### src/rtl/dec38_pulse_pkg.sv
// -----------------------------------------------------------------------------
// dec38_pulse_pkg
// Shared definitions for the one-hot decoder / priority encoder family:
//   - state_t   : FSM state encoding (IDLE, DRIVE, GAP) on 2 bits
//   - clog2     : ceiling log2 usable in constant expressions
//   - cnt_width : counter width able to hold max(hold, gap)
// -----------------------------------------------------------------------------
package dec38_pulse_pkg;

    typedef enum logic [1:0] {
        ST_IDLE  = 2'd0,
        ST_DRIVE = 2'd1,
        ST_GAP   = 2'd2
    } state_t;

    // Ceiling log2; returns 0 for values of 0 or 1.
    function automatic int clog2(input int value);
        int w;
        w = 32'sd0;
        while ((32'sd1 << w) < value) begin
            w = w + 32'sd1;
        end
        return w;
    endfunction

    // Width of a down-counter that must be loaded with up to max(hold, gap).
    // Never narrower than one bit so the counter always exists.
    function automatic int cnt_width(input int hold, input int gap);
        int m;
        int w;
        m = (hold > gap) ? hold : gap;
        w = clog2(m + 32'sd1);
        return (w < 32'sd1) ? 32'sd1 : w;
    endfunction

endpackage

### src/rtl/dec38_pulse_comb.sv
// -----------------------------------------------------------------------------
// dec38_pulse_comb
// Purely combinational CW-to-N one-hot decoder (N = 2**CW).
// Ports:
//   code   : input  [CW-1:0]  binary code
//   onehot : output [N-1:0]   exactly one bit set, at position code
// -----------------------------------------------------------------------------
module dec38_pulse_comb #(
    parameter int CW = 3
) (
    input  logic [CW-1:0]      code,
    output logic [(2**CW)-1:0] onehot
);

    // Single bit set at the position selected by code.
    always_comb begin
        onehot       = {(2**CW){1'b0}};
        onehot[code] = 1'b1;
    end

endmodule

### src/rtl/dec38_pulse.sv
// -----------------------------------------------------------------------------
// dec38_pulse
// Sequential 3-to-8 decoder: accepts a code over valid/ready, drives the
// matching one-hot line for HOLD cycles, then forces GAP idle cycles before
// the next code can be accepted.
// Ports:
//   clk      : input         rising-edge clock
//   rst_n    : input         asynchronous active-low reset
//   en       : input         enable; low aborts any operation, blocks accept
//   in_valid : input         code valid from upstream
//   in_code  : input  [CW]   code to decode
//   in_ready : output        block can accept a code this cycle
//   y        : output [N]    registered one-hot output, zero when idle
//   busy     : output        high in DRIVE or GAP
//   done     : output        pulse on the last cycle of a completed DRIVE
// -----------------------------------------------------------------------------
module dec38_pulse
    import dec38_pulse_pkg::*;
#(
    parameter int CW   = 3,
    parameter int HOLD = 4,
    parameter int GAP  = 1
) (
    input  logic                clk,
    input  logic                rst_n,
    input  logic                en,
    input  logic                in_valid,
    input  logic [CW-1:0]       in_code,
    output logic                in_ready,
    output logic [(2**CW)-1:0]  y,
    output logic                busy,
    output logic                done
);

    localparam int N    = 2**CW;
    localparam int CNTW = cnt_width(HOLD, GAP);

    // Counter reload values; the counter runs down to zero, so a phase of
    // length L loads L-1.  GAP_LOAD is unused when GAP is zero.
    localparam logic [CNTW-1:0] HOLD_LOAD = CNTW'(HOLD - 1);
    localparam logic [CNTW-1:0] GAP_LOAD  = CNTW'((GAP > 0) ? (GAP - 1) : 0);
    localparam logic [CNTW-1:0] CNT_ZERO  = CNTW'(0);
    localparam logic [CNTW-1:0] CNT_ONE   = CNTW'(1);
    localparam logic            HOLD_IS_ONE = (HOLD == 1);

    generate
        if (HOLD < 1 || GAP < 0) begin : g_param_check
            $error("dec38_pulse: HOLD must be >= 1 and GAP must be >= 0");
        end
    endgenerate

    state_t          state_r;
    logic [CNTW-1:0] cnt_r;
    logic [N-1:0]    y_r;
    logic            busy_r;
    logic            done_r;
    logic [N-1:0]    decoded_s;

    dec38_pulse_comb #(
        .CW (CW)
    ) u_comb (
        .code   (in_code),
        .onehot (decoded_s)
    );

    // rst_n is included so ready is low for the whole reset, not just after
    // the state registers have cleared.
    assign in_ready = rst_n && en && (state_r == ST_IDLE);

    assign y    = y_r;
    assign busy = busy_r;
    assign done = done_r;

    // FSM, phase counter and registered outputs.
    always_ff @(posedge clk or negedge rst_n) begin
        if (!rst_n) begin
            state_r <= ST_IDLE;
            cnt_r   <= CNT_ZERO;
            y_r     <= {N{1'b0}};
            busy_r  <= 1'b0;
            done_r  <= 1'b0;
        end else if (!en) begin
            // Abort: drop everything, an aborted drive never reports done.
            state_r <= ST_IDLE;
            cnt_r   <= CNT_ZERO;
            y_r     <= {N{1'b0}};
            busy_r  <= 1'b0;
            done_r  <= 1'b0;
        end else begin
            case (state_r)
                ST_IDLE: begin
                    // en is high and reset is released here, so ready
                    // reduces to being in IDLE.
                    if (in_valid) begin
                        state_r <= ST_DRIVE;
                        cnt_r   <= HOLD_LOAD;
                        y_r     <= decoded_s;
                        busy_r  <= 1'b1;
                        // A one-cycle drive is already on its last cycle.
                        done_r  <= HOLD_IS_ONE;
                    end else begin
                        state_r <= ST_IDLE;
                        cnt_r   <= CNT_ZERO;
                        y_r     <= {N{1'b0}};
                        busy_r  <= 1'b0;
                        done_r  <= 1'b0;
                    end
                end
                ST_DRIVE: begin
                    if (cnt_r != CNT_ZERO) begin
                        cnt_r  <= cnt_r - CNT_ONE;
                        // done lines up with the cycle where cnt reaches 0.
                        done_r <= (cnt_r == CNT_ONE);
                    end else begin
                        y_r    <= {N{1'b0}};
                        done_r <= 1'b0;
                        if (GAP > 0) begin
                            state_r <= ST_GAP;
                            cnt_r   <= GAP_LOAD;
                            busy_r  <= 1'b1;
                        end else begin
                            state_r <= ST_IDLE;
                            cnt_r   <= CNT_ZERO;
                            busy_r  <= 1'b0;
                        end
                    end
                end
                ST_GAP: begin
                    if (cnt_r != CNT_ZERO) begin
                        cnt_r <= cnt_r - CNT_ONE;
                    end else begin
                        state_r <= ST_IDLE;
                        busy_r  <= 1'b0;
                    end
                end
                default: begin
                    state_r <= ST_IDLE;
                    cnt_r   <= CNT_ZERO;
                    y_r     <= {N{1'b0}};
                    busy_r  <= 1'b0;
                    done_r  <= 1'b0;
                end
            endcase
        end
    end

endmodule

### config.mk
export PLATFORM = sky130hd
export DESIGN_NAME = dec38_pulse
export DESIGN_NICKNAME = d
export VERILOG_FILES = /design/src/rtl/dec38_pulse_pkg.sv /design/src/rtl/dec38_pulse_comb.sv /design/src/rtl/dec38_pulse.sv
export SDC_FILE = /design/constraint.sdc
export NUM_CORES = 1
export LEC_CHECK = 0
export BUFFER_PORTS_ARGS = -buffer_cell sky130_fd_sc_hd__buf_2
export CAP_MARGIN = 20
export CORE_MARGIN = 4
export CORE_UTILIZATION = 55
export DETAILED_ROUTE_END_ITERATION = 6
export PLACE_DENSITY = 0.81
export SETUP_SLACK_MARGIN = 0.05
export SYNTH_ARGS = -nofsm -noshare
export SYNTH_HDL_FRONTEND = slang
export SYNTH_SLANG_ARGS = --single-unit
### constraint.sdc
create_clock -name clk -period 4.6 [get_ports clk]
set_clock_uncertainty 0.2 [all_clocks]
set_input_delay 1.38 -clock clk [delete_from_list [all_inputs] [get_ports clk]]
set_output_delay 1.38 -clock clk [all_outputs]
set_load 0.01 [all_outputs]
==> results of run 1 <==
==> worst paths after layout <==
check | end | slack [ps] | from
max in group asynchronous | y[6]$_DFFE_PN0P_ | 3160 | rst_n
hold / removal | done$_DFFE_PN0P_ | 320 | done$_DFFE_PN0P_
setup reg to reg | y[3]$_DFFE_PN0P_ | 2950 | cnt_r[0]$_DFFE_PN0P_
hold reg to reg | done$_DFFE_PN0P_ | 320 | done$_DFFE_PN0P_
min in group asynchronous | cnt_r[1]$_DFFE_PN0P_ | 780 | rst_n
setup / recovery | in_ready | 970 | rst_n
==> cells by family after synthesis <==
group,count (synthesis),synth area share (%)
AOI/OAI and AO/OA,19,19.4
xor gates and xnor gates,1,1.10
adders and majority gates,3,4.72
buffers and inverters,7,4.25
DFF,15,47.2
muxes,2,2.52
and+or+nand+nor,31,20.8
==> power breakdown <==
part,switching [mW],internal [mW]
Sequential,0.00794,0.140
Clock,0.0416,0.0337
Combinational,0.0473,0.0319
Total,0.0968,0.205
==> cell type report <==
class / instances / area (µm²) / share of cell area [%]
well taps: 15 / 18.8 / 2.06
flip-flops and latches: 15 / 375 / 41.3
clock buffers: 4 / 26.3 / 2.89
repair buffers: 17 / 85.1 / 9.35
inverters: 5 / 18.8 / 2.06
multi-input cells: 56 / 385 / 42.4
==> cells in the mapped netlist <==
cell type,n
mux2i_1,2
o41ai_1,1
nor3_1,1
o21ai_0,2
xnor2_1,1
a21oi_4,1
nand2b_1,2
o32ai_2,2
and4bb_2,1
nand2_2,1
nand2b_2,2
clkbuf_1,1
buf_6,1
nor2b_1,1
nand3_1,1
o22ai_1,7
nor4bb_1,1
a32oi_1,1
dfrtp_1,15
and2b_1,3
a41oi_1,1
inv_1,5
a21oi_1,1
nand2_1,13
ha_1,3
a211oi_1,1
nor2_1,5
a31oi_1,2
==> through the flow <==
stage                     util [%]  cells  setup slack, ps  area (µm²)
after detailed placement      66.2    108              952         883
after CTS                     68.2    112              949         910
final                         68.2    112              971         910
after global placement        66.2    108              962         883
after global routing          68.2    112              868         910
after floorplan                  -     78             1060         795
==> state kept, by name (all words and copies together), names as in the netlist <==
name and flops:
y 8, cnt_r 3, state_r 2, busy 1, done 1
==> worst reg2reg max path, stage by stage (launching register included) <==
cell,delay (ps)
dfrtp_1,390
inv_1,130
ha_1,240
nand2b_2,160
a21oi_4,280
o22ai_1,130
==> per-layer routing <==
| metal | vias up | GRT usage (%) |
|---|---|---|
| met1 | 314 | 23.6 |
| met5 | - | 0 |
| met4 | 0 | 12.5 |
| met3 | 4 | 3.95 |
| met2 | 26 | 24.7 |
| li1 | 316 | - |
==> layout by cell type (no fill, tap or decap), types with 2 or more instances in the layout <==
master	count
a31oi_1	2
and2b_1	3
buf_2	17
clkbuf_4	3
dfrtp_1	15
ha_1	3
inv_1	5
mux2i_1	2
nand2_1	13
nand2b_1	2
nand2b_2	2
nor2_1	5
o21ai_0	2
o22ai_1	7
o32ai_2	2
==> metrics.cfg, run 1 <==
[global_routing]
grt-ovfl-total = 0
antenna_found_initial = 0
grt_max_degree = 17
grt_pass1_vias = 641
grt_pass1_wl_um = 2620
gr-usage-all-layers_pct = 17.7

[setup_path]
critPathMostFrequentCell = buf_2
crit_chain = buf_2, nand2_1, nor3_1, buf_2
crit_type = input port to primary output
worst-path-stages = 4
worstPathArrival_ps = 2050
critPathCaptureType = primary output
critPathTopFamily = buffers and inverters
cp_slowest_cell = buf_2
reg2reg_depth = 5
start_kind = input port
crit_buf_inv = 2
cp_max_fo = 16
required_ps = 3020
cpPeakStageDelay_ps = 300

[timing]
tns_ps = 0
hold_ws_ps = 321
min_period_ps = 3630
finalHoldViolCount = 0
rsz0062_at_grt = no
slew_headroom_pct = 77.4
setup_viol = 0
clock.fmax_mhz = 276
worstMarginPinSlew_ps = 340
drv_slew = 0
fin_crit_sh_pct = 78.9

[yosys]
synth.area.top_cells = dfrtp_1, nand2_1, o22ai_1
yosys_register_bits = 15
postSynthAreaPerCell_um2 = 10.2
syn-num-nets = 88
syn-instance-count = 78
yosysTopAreaCell = dfrtp_1
ys_seq_area_share_pct = 47.2
synth.distinct_cells = 28
synth_top_area_share_pct = 47.2
synth_warnings = 0
synth_area_um2 = 795

[routing]
routed-wl-met2_um = 680
vias = 660
viasPerCell = 5.89
drt-initial-drc-count = 28
top_layer_used = met4
first_pass_iters = 4
drc = 0
detail-route-antenna-nets = 0
wl_met1_um = 810
wl_met3_um = 102
finalWirelength_um = 1630
wl_per_cell_um = 14.5

[die]
fp.dieH_um = 46.0
fp.dieArea_um2 = 2120
fp.dieW_um = 46.0
start_util_pct = 59.6
core_area_um2 = 1330
row_count = 13
ios = 18

[clock_tree]
cts.clk_slew.worst_paths_ps = 90
htree_levels = 1
root_buffer = clkbuf_4
postCtsResizedCells = 0
cts_hold_buffers = 0
cts.sinks = 15
worstSkewPairLatency_ps = 290
postCtsSetupRepairBufs = 0
clockBufferDepth = 2
numCtsBuffers = 3
cts_tree = yes

[outcome]
status = completed

[pwr]
p_total_uw = 302
powerDensity_nw_per_um2 = 332
power_leakage_nw = 0.437
irDropWorstVdd_uv = 188

[min_path]
worst_hold_path.num_cells = 2
hp-class = register to register

[job]
maxCapViolCount = 0

[layout]
fillerInstances = 106
layout-drive-gt1-share_pct = 27.8
syn2layout_area_growth_pct = 14.5
final_nets = 108
diodes = 0

[placed_design]
port_buffers = 17
gp_congestion = 0.820
dp_hpwl_um = 1160

Note: power is estimated with default switching activity, not from simulation.
==> run 2, diff against run 1 <==
--- a/config.mk
+++ b/config.mk
@@ -5,12 +5,13 @@
 export SDC_FILE = /design/constraint.sdc
 export NUM_CORES = 1
 export LEC_CHECK = 0
+export ABC_AREA = 1
 export BUFFER_PORTS_ARGS = -buffer_cell sky130_fd_sc_hd__buf_2
 export CAP_MARGIN = 20
 export CORE_MARGIN = 4
-export CORE_UTILIZATION = 55
+export CORE_UTILIZATION = 51
 export DETAILED_ROUTE_END_ITERATION = 6
-export PLACE_DENSITY = 0.81
+export PLACE_DENSITY = 0.76
 export SETUP_SLACK_MARGIN = 0.05
 export SYNTH_ARGS = -nofsm -noshare
 export SYNTH_HDL_FRONTEND = slang
==> constraint.sdc (replaced) <==
create_clock -name clk -period 3.7 [get_ports clk]
set_clock_uncertainty 0.2 [all_clocks]
set_input_delay 1.11 -clock clk [delete_from_list [all_inputs] [get_ports clk]]
set_output_delay 1.11 -clock clk [all_outputs]
set_load 0.01 [all_outputs]
==> run 2 against run 1 <==
  * Power is 18% higher
  * Register-to-register slack worse by 770 ps
  * Largest power group unchanged
  * Sequential power is 23% higher
  * Critical path depth is 1 lower
==> metrics.cfg, run 2 <==
[outcome]
status = completed  ; unchanged

[die]
fp.dieH_um = 47.0  ; was 46.0 µm
ios = 18  ; unchanged
fp.dieArea_um2 = 2210  ; was 2120 µm²
start_util_pct = 56.9  ; was 59.6%
fp.dieW_um = 47.0  ; was 46.0 µm
row_count = 13  ; unchanged
core_area_um2 = 1370  ; was 1330 µm²

[yosys]
postSynthAreaPerCell_um2 = 8.09  ; was 10.2 µm²
synth_warnings = 0  ; unchanged
synth_top_area_share_pct = 48.3  ; was 47.2%
yosys.cell_count.top_type = nand2_1  ; was dfrtp_1
ys_seq_area_share_pct = 48.3  ; was 47.2%
syn-instance-count = 96  ; was 78
synth_edf_count = 0  ; unchanged
yosys_register_bits = 15  ; unchanged
synth.distinct_cells = 17  ; was 28
ys.flop_type = dfrtp_1  ; unchanged
synth.area.top_cells = dfrtp_1, nand2_1, nand3_1  ; was dfrtp_1, nand2_1, o22ai_1
async_flop_share_pct = 100  ; unchanged
synth_area_um2 = 777  ; was 795 µm²
syn-num-nets = 106  ; was 88
synth_common_cells = nand2_1, dfrtp_1, inv_1, nand3_1, o21ai_1  ; was dfrtp_1, nand2_1, o22ai_1
yosysTopAreaCell = dfrtp_1  ; unchanged

[setup_path]
critPathCaptureType = primary output  ; unchanged
crit_type = input port to primary output  ; unchanged
start_kind = input port  ; unchanged
reg2reg_to = y[2]$_DFFE_PN0P_  ; was y[3]$_DFFE_PN0P_
cp_slowest_cell = buf_2  ; unchanged
cpPeakStageDelay_ps = 290  ; was 300 ps
r2r_slack_ps = 2180  ; was 2950 ps
critPathTopFamily = buffers and inverters  ; unchanged
required_ps = 2390  ; was 3020 ps
r2r_start = cnt_r[0]$_DFFE_PN0P_  ; unchanged
worstPathArrival_ps = 1720  ; was 2050 ps
critPathMostFrequentCell = buf_2  ; unchanged
cp_max_fo = 16  ; unchanged
reg2reg_depth = 7  ; was 5
crit_chain = buf_2, and3_1, buf_2  ; was buf_2, nand2_1, nor3_1, buf_2
crit_buf_inv = 2  ; unchanged

[pwr]
power_leakage_nw = 0.500  ; was 0.437 nW
irDropWorstVdd_uv = 276  ; was 188 µV
powerDensity_nw_per_um2 = 391  ; was 332 nW/µm²

[layout]
final_common_cell = nand2_1  ; was buf_2
diodes = 0  ; unchanged
syn2layout_area_growth_pct = 16.7  ; was 14.5%
final_cell_mix = nand2_1, buf_2, dfrtp_1  ; was buf_2, dfrtp_1, nand2_1, o22ai_1
final_util_pct = 66.4  ; was 68.2%
final_nets = 128  ; was 108
layout-drive-gt1-share_pct = 28.2  ; was 27.8%
largest_register_ffs = 8  ; unchanged

[global_routing]
antenna_found_initial = 0  ; unchanged
grt_pass1_vias = 575  ; was 641
grt_pass1_wl_um = 2390  ; was 2620 µm
grt-ovfl-total = 0  ; unchanged
grt_max_degree = 17  ; unchanged
gr-usage-all-layers_pct = 15.7  ; was 17.7%

[routing]
vias = 628  ; was 660
first_pass_iters = 4  ; unchanged
routed-wl-met2_um = 616  ; was 680 µm
finalWirelength_um = 1400  ; was 1630 µm
wl_met1_um = 688  ; was 810 µm
viasPerCell = 4.76  ; was 5.89
wl_met3_um = 77  ; was 102 µm
wl_per_cell_um = 10.6  ; was 14.5 µm
drc = 0  ; unchanged
detail-route-antenna-nets = 0  ; unchanged
top_layer_used = met4  ; unchanged
drt-initial-drc-count = 4  ; was 28

[clock_tree]
postCtsSetupRepairBufs = 0  ; unchanged
cts_hold_buffers = 0  ; unchanged
numCtsBuffers = 3  ; unchanged
clockBufferDepth = 2  ; unchanged
root_buffer = clkbuf_4  ; unchanged
cts.sinks = 15  ; unchanged
htree_levels = 1  ; unchanged
worstSkewPairLatency_ps = 270  ; was 290 ps
cts_tree = yes  ; unchanged
cts.clk_slew.worst_paths_ps = 80  ; was 90 ps
postCtsResizedCells = 0  ; unchanged

[timing]
fin_crit_sh_pct = 81.9
drv_slew = 0  ; unchanged
min_period_ps = 3030
slew_headroom_pct = 78.3  ; was 77.4%
clock.fmax_mhz = 330
rsz0062_at_grt = no  ; unchanged
worstMarginPinSlew_ps = 325  ; was 340 ps
tns_ps = 0  ; unchanged
setup_viol = 0  ; unchanged
finalHoldViolCount = 0  ; unchanged

[placed_design]
dp_hpwl_um = 1140  ; was 1160 µm
gp_congestion = 0.803  ; was 0.820
port_buffers = 17  ; unchanged

[min_path]
min_from = busy$_DFFE_PN0P_  ; was done$_DFFE_PN0P_
holdPathEnd = busy$_DFFE_PN0P_  ; was done$_DFFE_PN0P_
hp-class = register to register  ; unchanged
worst_hold_path.num_cells = 2  ; unchanged

[job]
maxCapViolCount = 0  ; unchanged

## run 2: area by class of cell
type | instances | area, µm²
Inverter | 13 | 48.8
Sequential cell | 15 | 375
Fill cell | 125 | 459
Clock buffer | 4 | 26.3
Timing Repair Buffer | 17 | 85.1
Tap cell | 15 | 18.8
Multi-Input combinational cell | 68 | 353
## run 2: worst max-delay path by stage
| stage | startpoint | to | slack, ps | cells past startpoint |
|---|---|---|---|---|
| 2_1_floorplan | rst_n | in_ready | 1090 | 1 |
| 4_1_cts | rst_n | in_ready | 640 | 3 |
| 3_3_place_gp | rst_n | in_ready | 660 | 3 |
| 5_1_grt | rst_n | in_ready | 600 | 3 |
| 3_5_place_dp | rst_n | in_ready | 640 | 3 |
| 6_report | rst_n | in_ready | 670 | 3 |
## run 2: stage by stage
step / setup slack (ps) / std cells / hold slack [ps] / area (µm²) / power [mW]
after floorplan: 1090 / 96 / 249 / 777 / 0.247
after global placement: 661 / 128 / 253 / 881 / 0.271
after detailed placement: 638 / 128 / 269 / 881 / 0.274
after CTS: 642 / 132 / 287 / 907 / 0.361
after global routing: 600 / 132 / 309 / 907 / 0.383
final: 671 / 132 / 282 / 907 / 0.355
## run 2: per-layer routing
metal	vias up	global-route usage (%)
met5	-	0
li1	343	-
met4	0	4.97
met3	2	6.51
met2	11	23.3
met1	272	20.9
## run 2: tightest hold or removal path, delay by kind of cell, from the launching register on
family	cells	cell delay [ps]
flip-flops	1	350
AND/OR/NAND/NOR	2	110
## run 2: kinds of logic (layout without fill, tap and decap cells)
kind of cell | count (synthesis) | count (layout) | synth area share [%]
and+or+nand+nor | 52 | 52 | 31.7
xor gates and xnor gates | 1 | 1 | 1.13
DFF | 15 | 15 | 48.3
adders and majority gates | 3 | 3 | 4.83
buffers and inverters | 13 | 34 | 6.28
AOI/OAI and AO/OA | 12 | 12 | 7.73
## run 2: where the power goes
| group | switching, mW | leakage, nW | total, mW | internal, mW |
|---|---|---|---|---|
| clock | 0.0441 | 0.0150 | 0.0859 | 0.0417 |
| combinational | 0.0578 | 0.280 | 0.0877 | 0.0300 |
| sequential | 0.00716 | 0.205 | 0.181 | 0.174 |
| total | 0.109 | 0.500 | 0.355 | 0.246 |
==> run 3, diff against run 2 <==
==> constraint.sdc (replaced) <==
create_clock -name clk -period 3.05 [get_ports clk]
set_clock_uncertainty 0.2 [all_clocks]
set_input_delay 0.915 -clock clk [delete_from_list [all_inputs] [get_ports clk]]
set_output_delay 0.915 -clock clk [all_outputs]
set_load 0.01 [all_outputs]
==> run 3 against run 2 <==
  * Final area rose by 0.83%
  * Critical endpoint unchanged
  * Power grew 22%
  * Setup slack got worse by 59 ps
  * Highest routed layer is now met3
  * Largest power group unchanged
  * Register-to-register slack lost 670 ps
==> metrics.cfg, run 3 (synthesis gave the netlist of run 2 again) <==
[die]
core_area_um2 = 1370  ; unchanged
fp.dieArea_um2 = 2210  ; unchanged
fp.dieW_um = 47.0  ; unchanged
fp.dieH_um = 47.0  ; unchanged
start_util_pct = 56.9  ; unchanged
row_count = 13  ; unchanged
ios = 18  ; unchanged

[setup_path]
crit_chain = buf_2, and3_1, buf_2  ; unchanged
worstPathArrival_ps = 1320  ; was 1720 ps
critPathCaptureType = primary output  ; unchanged
cp_slowest_cell = and3_1  ; was buf_2
cpPeakStageDelay_ps = 150  ; was 290 ps
critPathTopFamily = buffers and inverters  ; unchanged
worstSetupStartpoint = en  ; was rst_n
r2r_start = cnt_r[0]$_DFFE_PN0P_  ; unchanged
required_ps = 1930  ; was 2390 ps
crit_buf_inv = 2  ; unchanged
start_kind = input port  ; unchanged
critPathMostFrequentCell = buf_2  ; unchanged
crit_type = input port to primary output  ; unchanged
cp_max_fo = 4  ; was 16

[timing]
tns_ps = 0  ; unchanged
slew_headroom_pct = 87.2  ; was 78.3%
fin_crit_sh_pct = 79.9
clock.fmax_mhz = 410
finalHoldViolCount = 0  ; unchanged
setup_viol = 0  ; unchanged
worstMarginPinSlew_ps = 193  ; was 325 ps
min_period_ps = 2440
rsz0062_at_grt = no  ; unchanged
drv_slew = 0  ; unchanged
hold_ws_ps = 283  ; was 282 ps

[placed_design]
port_buffers = 17  ; unchanged
dp_hpwl_um = 1140  ; about the same
gp_congestion = 0.751  ; was 0.803

[routing]
wl_per_cell_um = 10.6  ; about the same
first_pass_iters = 4  ; unchanged
detail-route-antenna-nets = 0  ; unchanged
finalWirelength_um = 1410  ; was 1400 µm
viasPerCell = 4.85  ; was 4.76
drt-initial-drc-count = 28  ; was 4
vias = 645  ; was 628
drc = 0  ; unchanged

[layout]
final_cell_mix = nand2_1, buf_2, dfrtp_1  ; unchanged
fillerInstances = 121  ; was 125
final_common_cell = nand2_1  ; unchanged
syn2layout_area_growth_pct = 17.7  ; was 16.7%
diodes = 0  ; unchanged
largest_register_ffs = 8  ; unchanged
final_nets = 129  ; was 128
final_util_pct = 66.9  ; was 66.4%
layout-drive-gt1-share_pct = 28.8  ; was 28.2%

[clock_tree]
postCtsSetupRepairBufs = 0  ; unchanged
root_buffer = clkbuf_4  ; unchanged
cts_hold_buffers = 0  ; unchanged
cts_tree = yes  ; unchanged
cts.sinks = 15  ; unchanged
numCtsBuffers = 3  ; unchanged
postCtsResizedCells = 0  ; unchanged
cts.clk_slew.worst_paths_ps = 80  ; about the same
worstSkewPairLatency_ps = 270  ; about the same
htree_levels = 1  ; unchanged
clockBufferDepth = 2  ; unchanged

[pwr]
irDropWorstVdd_uv = 272  ; was 276 µV
power_leakage_nw = 0.505  ; was 0.500 nW
powerDensity_nw_per_um2 = 475  ; was 391 nW/µm²
p_total_uw = 434  ; was 355 µW

[job]
maxCapViolCount = 0  ; unchanged

[min_path]
hp-class = register to register  ; unchanged
min_from = cnt_r[1]$_DFFE_PN0P_  ; was busy$_DFFE_PN0P_

[global_routing]
gr-usage-all-layers_pct = 15.6  ; was 15.7%
antenna_found_initial = 0  ; unchanged
grt_pass1_vias = 570  ; was 575
grt-ovfl-total = 0  ; unchanged
grt_max_degree = 16  ; was 17
use_met3_pct = 7.28  ; was 6.51%
grt_busiest_layer = met2  ; unchanged
grt_pass1_wl_um = 2370  ; was 2390 µm
global_route.usage.met1_pct = 22.0  ; was 20.9%
use_met2_pct = 22.8  ; was 23.3%

[outcome]
status = completed  ; unchanged

-- run 3: tightest hold or removal path, delay by kind of cell, from the launching register on --
family / cells / cell delay, ps
and+or+nand+nor: 2 / 110
DFF: 1 / 350
-- run 3: per-stage QoR --
step / instance area (µm²) / cells / worst slack (ps)
2_1_floorplan: 777 / 96 / 830
3_5_place_dp: 888 / 129 / 611
3_3_place_gp: 888 / 129 / 615
6_report: 915 / 133 / 612
5_1_grt: 915 / 133 / 587
4_1_cts: 915 / 133 / 610
-- run 3: power breakdown --
group | switching, mW | leakage, nW | internal, mW | total (mW)
Sequential | 0.00862 | 0.205 | 0.212 | 0.220
Combinational | 0.0691 | 0.285 | 0.0375 | 0.107
Clock | 0.0568 | 0.0150 | 0.0507 | 0.107
Total | 0.135 | 0.505 | 0.300 | 0.434
-- run 3: area by class of cell --
type                            instances  area (µm²)  share of cell area (%)
Sequential cell                        15         375                    41.0
Multi-Input combinational cell         68         353                    38.6
Timing Repair Buffer                   18        92.6                    10.1
Inverter                               13        48.8                    5.34
Clock buffer                            4        26.3                    2.87
Tap cell                               15        18.8                    2.05
-- run 3: final timing paths --
| check | slack [ps] | depth (start not counted) | end |
|---|---|---|---|
| max | 610 | 3 | in_ready |
| min | 280 | 2 | cnt_r[1]$_DFFE_PN0P_ |
| max reg2reg | 1510 | 7 | y[3]$_DFFE_PN0P_ |
| min reg2reg | 280 | 2 | cnt_r[1]$_DFFE_PN0P_ |
| max in group asynchronous | 2100 | 2 | y[6]$_DFFE_PN0P_ |
| min in group asynchronous | 370 | 2 | state_r[1]$_DFFE_PN0P_ |
-- run 3: metal layers --
layer / vias up / wire (µm) / part of all wire [%]
li1: 348 / - / -
met1: 280 / 675 / 48
met2: 17 / 631 / 45
met3: 0 / 104 / 7.4
met4: 0 / 0 / 0
met5: - / 0 / 0
